$ cat config.mk
export PLATFORM = sky130hd
export DESIGN_NAME = fetch_unit
export DESIGN_NICKNAME = d
export VERILOG_FILES = /design/src/rtl/fetch_unit.sv
export SDC_FILE = /design/constraint.sdc
export NUM_CORES = 1
export LEC_CHECK = 0
export ABC_AREA = 1
export CAP_MARGIN = 20
export CORE_AREA = 2 2 115 139
export CTS_CLUSTER_DIAMETER = 150
export DETAILED_ROUTE_END_ITERATION = 10
export DIE_AREA = 0 0 117 141
export MAX_ROUTING_LAYER = met4
export PLACE_DENSITY = 0.84
export SLEW_MARGIN = 40
export SYNTH_ARGS = -nofsm -noshare
export SYNTH_HDL_FRONTEND = slang
export SYNTH_SLANG_ARGS = --single-unit
$ cat constraint.sdc
create_clock -name clk -period 5.45 [get_ports clk]
set_clock_uncertainty 0.15 [all_clocks]
set_input_delay 1.09 -clock clk [delete_from_list [all_inputs] [get_ports clk]]
set_output_delay 1.09 -clock clk [all_outputs]
set_load 0.005 [all_outputs]
$ cat src/rtl/fetch_unit.sv
// Instruction fetch stage: variable-latency imem handshake feeding the IF/ID register.
// Define FETCH_STATS_EN to add the fetch_count/stall_count statistics outputs.
module fetch_unit #(
  parameter logic [31:0] RESET_PC = 32'h00003000
) (
  input  logic        clk,
  input  logic        reset,
  input  logic [31:0] pc,
  output logic [2:0]  pc_write,
  output logic [31:0] pc_plus4,
  output logic        imem_req,
  output logic [31:0] imem_addr,
  input  logic        imem_ack,
  input  logic [31:0] imem_rdata,
  input  logic        stall,
  input  logic        flush,
  output logic        ifid_valid,
  output logic [31:0] ifid_instr,
  output logic [31:0] ifid_pc,
  output logic [31:0] ifid_pc4
`ifdef FETCH_STATS_EN
  ,
  output logic [31:0] fetch_count,
  output logic [31:0] stall_count
`endif
);

  typedef enum logic [1:0] {IDLE, REQ, HOLD, DRAIN} state_t;

  state_t      state_q, state_d;
  logic [31:0] req_addr_q;
  logic [31:0] hold_instr_q;
  logic        ifid_valid_q;
  logic [31:0] ifid_instr_q;
  logic [31:0] ifid_pc_q;
  logic [31:0] ifid_pc4_q;

  logic        pc_write_en;
  logic        load_mem;
  logic        load_hold;
  logic        clr_valid;
  logic        latch_addr;
  logic        capture_hold;
  logic        req_active;

  // State register
  always_ff @(posedge clk) begin
    if (reset) begin
      state_q <= IDLE;
    end else begin
      state_q <= state_d;
    end
  end

  // Next-state logic; flush outranks both stall and imem_ack
  always_comb begin
    state_d = state_q;
    unique case (state_q)
      IDLE:  state_d = REQ;
      REQ: begin
        if (flush && !imem_ack)      state_d = DRAIN;
        else if (!flush && imem_ack && stall) state_d = HOLD;
        else                          state_d = REQ;
      end
      HOLD:  if (flush || !stall) state_d = REQ;
      DRAIN: if (imem_ack) state_d = REQ;
      default: state_d = IDLE;
    endcase
  end

  // Output / datapath-control logic
  always_comb begin
    pc_write_en  = 1'b0;
    req_active   = 1'b0;
    load_mem     = 1'b0;
    load_hold    = 1'b0;
    clr_valid    = 1'b0;
    latch_addr   = 1'b0;
    capture_hold = 1'b0;
    unique case (state_q)
      IDLE: latch_addr = 1'b1;
      REQ: begin
        req_active = 1'b1;
        if (flush) begin
          pc_write_en = 1'b1;
          clr_valid   = 1'b1;
          latch_addr  = imem_ack;
        end else if (imem_ack) begin
          if (!stall) begin
            load_mem    = 1'b1;
            pc_write_en = 1'b1;
            latch_addr  = 1'b1;
          end else begin
            capture_hold = 1'b1;
          end
        end else if (!stall) begin
          clr_valid = 1'b1;
        end
      end
      HOLD: begin
        if (flush) begin
          pc_write_en = 1'b1;
          clr_valid   = 1'b1;
          latch_addr  = 1'b1;
        end else if (!stall) begin
          load_hold   = 1'b1;
          pc_write_en = 1'b1;
          latch_addr  = 1'b1;
        end
      end
      DRAIN: begin
        // The stale response is still owed; keep requesting the old address.
        req_active = 1'b1;
        if (flush) begin
          pc_write_en = 1'b1;
          clr_valid   = 1'b1;
        end
        latch_addr = imem_ack;
      end
      default: ;
    endcase
    if (reset) begin
      pc_write_en = 1'b0;
      req_active  = 1'b0;
    end
  end

  assign pc_write  = {3{pc_write_en}};
  assign imem_req  = req_active;
  assign imem_addr = req_addr_q;
  assign pc_plus4  = pc + 32'd4;

  always_ff @(posedge clk) begin
    if (reset) begin
      req_addr_q   <= RESET_PC;
      hold_instr_q <= 32'd0;
      ifid_valid_q <= 1'b0;
      ifid_instr_q <= 32'd0;
      ifid_pc_q    <= RESET_PC;
      ifid_pc4_q   <= RESET_PC + 32'd4;
    end else begin
      if (latch_addr)   req_addr_q   <= pc;
      if (capture_hold) hold_instr_q <= imem_rdata;
      if (load_mem) begin
        ifid_valid_q <= 1'b1;
        ifid_instr_q <= imem_rdata;
        ifid_pc_q    <= req_addr_q;
        ifid_pc4_q   <= req_addr_q + 32'd4;
      end else if (load_hold) begin
        ifid_valid_q <= 1'b1;
        ifid_instr_q <= hold_instr_q;
        ifid_pc_q    <= req_addr_q;
        ifid_pc4_q   <= req_addr_q + 32'd4;
      end else if (clr_valid) begin
        ifid_valid_q <= 1'b0;
      end
    end
  end

  assign ifid_valid = ifid_valid_q;
  assign ifid_instr = ifid_instr_q;
  assign ifid_pc    = ifid_pc_q;
  assign ifid_pc4   = ifid_pc4_q;

`ifdef FETCH_STATS_EN
  logic [31:0] fetch_count_q;
  logic [31:0] stall_count_q;

  always_ff @(posedge clk) begin
    if (reset) begin
      fetch_count_q <= 32'd0;
      stall_count_q <= 32'd0;
    end else begin
      if (load_mem || load_hold)   fetch_count_q <= fetch_count_q + 32'd1;
      if (stall && ifid_valid_q)   stall_count_q <= stall_count_q + 32'd1;
    end
  end

  assign fetch_count = fetch_count_q;
  assign stall_count = stall_count_q;
`endif

endmodule

==> flow_metrics.env <==
export IMPL_setup_viol_count_final=0
export IMPL_core_mm2=0.01533
export IMPL_reg2regPathDepth=7
export IMPL_avgSynthCellArea_um2=6.974
export IMPL_power_mw=2.811
export IMPL_critPathKind="input pin to output pin"
export IMPL_yosys_register_bits=161
export IMPL_rsz0062_at_grt="no"
export IMPL_hold_class="flip-flop to flip-flop"
export IMPL_nets=1353
export IMPL_cts_setup_buffers=0
export IMPL_ioPinCount=234
export IMPL_cp_arrival_ns=3.25
export IMPL_dieArea_mm2=0.01650
export IMPL_cts_tree="done"
export IMPL_status="finished, final reports clean"
export IMPL_port_buffers=233
export IMPL_final_hold_viol_count=0
export IMPL_layout_drive_gt1_share_pct=4.408
export IMPL_synth_top_cell_area_share_pct=42.32
export IMPL_fp_dieH_um=141
export IMPL_fill_cells=1361
export IMPL_p_per_area_mw_per_mm2=269.2
export IMPL_clock_sinks=161
export IMPL_clockRootBuffer="clkbuf_16"
export IMPL_cts_buffers=17
export IMPL_antenna_left=0
export IMPL_wl_per_cell_um=15.54
export IMPL_cp_endpoint="pc_plus4[20]"
export IMPL_initial_core_util_pct=49.69
export IMPL_min_period_ns=4.493
export IMPL_startpoint="pc[2]"
export IMPL_grt_max_degree=116
export IMPL_syn_instance_count=1092
export IMPL_antenna_found_initial=0
export IMPL_yosysWarnings=0
export IMPL_drc=0
export IMPL_core_rowCount=50
export IMPL_die_w_um=117
export IMPL_max_slew_margin_pct=49.65
export IMPL_dpl_instance_area_mm2=0.009877
export IMPL_clk_pin_slew_ns=0.06
export IMPL_finalInstanceArea_mm2=0.01044
export IMPL_r2r_end="ifid_pc[8]"
export IMPL_ff2ff_setup_slack_ns=2.57
export IMPL_clk_path_buf_depth=2
export IMPL_htreeDepth=4
export IMPL_syn_to_final_growth_pct=37.10
export IMPL_setup_tns_ns=0
export IMPL_cap_violations=0
export IMPL_grt_pass1_vias=7352
export IMPL_cts_hold_buf=0
export IMPL_grt_pass1_wl_um=36960
export IMPL_finalWorstSetupSlack_ns=0.9567
export IMPL_syn_cell_area_mm2=0.007616
export IMPL_diodes=0
export IMPL_hp_start="hold_instr_q[4]"
export IMPL_tightest_slew_ns=0.7553
export IMPL_via_per_inst=5.209
export IMPL_ys_types=34
export IMPL_end_kind="output pin"
export IMPL_synth_top_area_cell="dfxtp_1"
export IMPL_grt_overflow=0
export IMPL_drtPass1Iterations=7
export IMPL_clock_fmax_mhz=222.6
export IMPL_cp_max_fo=5
export IMPL_grt_use_total_pct=28.97
export IMPL_cts_resized=0
export IMPL_gp_congestion=0.9942
export IMPL_synth_seq_area_share_pct=42.32
export IMPL_ir_drop_v=0.0001821
export IMPL_synthTopCellsByArea="dfxtp_1, nand2_1, nor2_1"
export IMPL_required_ns=4.21
export IMPL_syn_nets=1163
export IMPL_slew_viol_final=0
export IMPL_vias=7819
export IMPL_drtIter0Drc=743
export IMPL_critPathLaunchType="input pin"
export IMPL_dp_hpwl_um=16610
export IMPL_p_leak_nw=4.110
export IMPL_timing_final_crit_share_pct=82.45
export IMPL_drt_total_wl_um=23320
export IMPL_pre_cts_ws_ns=0.9697
export IMPL_r2r_start="state_q[0]"
export IMPL_worst_skew_pair_late_latency_ns=0.42
[Yosys cell counts (all sizes together)]
master / number
and3: 1
nand3: 44
nand2: 256
ha: 2
nand3b: 3
buf: 45
inv: 75
nand2b: 1
nor3: 10
a21oi: 69
and2: 1
nor2: 174
nor4: 1
o21ai: 114
nand4: 37
dfxtp: 161
a31oi: 27
a21o: 1
clkbuf: 26
o211ai: 3
xor2: 28
xnor2: 11
a211oi: 2
[per-layer routing]
layer / wire [um] / part of all wire [%] / global-route usage [%] / vias to the layer above
li1: - / - / - / 3936
met1: 9730 / 42 / 35.31 / 3523
met2: 11010 / 47 / 46.06 / 311
met3: 1886 / 8.1 / 7.223 / 49
met4: 700 / 3.0 / 10.96 / 0
met5: 0 / 0 / - / -
[cells in the final DEF (no fill, tap or decap), types with 28 or more instances in the layout]
cell             count
nor2_1             167
inv_1               69
clkdlybuf4s50_1    232
nand4_1             37
dfxtp_1            161
xor2_1              28
a21oi_1             69
nand2_1            253
nand3_1             43
o21ai_0             88
[final cells by class]
| cell class | count | area, um^2 | area share [%] |
|---|---|---|---|
| inverter | 75 | 281.5 | 2.696 |
| clock inverter | 11 | 116.4 | 1.114 |
| multi-input combinational | 785 | 3719 | 35.61 |
| clock buffer | 19 | 442.9 | 4.242 |
| tap | 208 | 260.3 | 2.493 |
| timing repair buffer | 242 | 2399 | 22.97 |
| sequential | 161 | 3223 | 30.87 |
[flip-flops by register name, indices dropped and copies added, names as in the netlist]
register      flops
ifid_pc4         30
state_q           2
ifid_pc          32
ifid_valid        1
hold_instr_q     32
imem_addr        32
ifid_instr       32
[cell families after synthesis]
kind of cell               share of synthesized area (%)
and+or+nand+nor                                    28.96
adders and majority gates                         0.3285
DFF                                                42.32
buffers and inverters                              9.019
xor gates and xnor gates                           4.485
AOI/OAI and AO/OA                                  14.88
[worst max-delay path: stages]
cell and delay [ns]:
clkdlybuf4s50_1 0.54, ha_1 0.23, nand2_1 0.12, nor2_2 0.16, nand2_1 0.13, nor2_2 0.20
nand2_1 0.12, xnor2_1 0.15, clkdlybuf4s50_1 0.52
[worst min-delay path by stage]
| stage | cells after the start | slack (ns) | endpoint |
|---|---|---|---|
| 2_1_floorplan | 2 | 0.28 | hold_instr_q[0] |
| 3_3_place_gp | 2 | 0.29 | hold_instr_q[1] |
| 3_5_place_dp | 2 | 0.30 | hold_instr_q[4] |
| 4_1_cts | 2 | 0.31 | hold_instr_q[4] |
| 5_1_grt | 2 | 0.32 | hold_instr_q[0] |
| 6_report | 2 | 0.30 | hold_instr_q[4] |
[power breakdown]
group	switching (mW)	total, mW	internal, mW
logic	0.192	0.388	0.196
clock network	0.463	1.14	0.677
registers	0.0528	1.28	1.23
total	0.708	2.81	2.10
[per-stage QoR]
stage / util (%) / hold WS (ns) / instances
2_1_floorplan: - / 0.2797 / 1092
3_3_place_gp: 64.42 / 0.2892 / 1471
3_5_place_dp: 64.44 / 0.2974 / 1471
4_1_cts: 68.09 / 0.3058 / 1501
5_1_grt: 68.12 / 0.3192 / 1501
6_report: 68.12 / 0.3019 / 1501
Note: power is estimated with default switching activity, not from simulation.
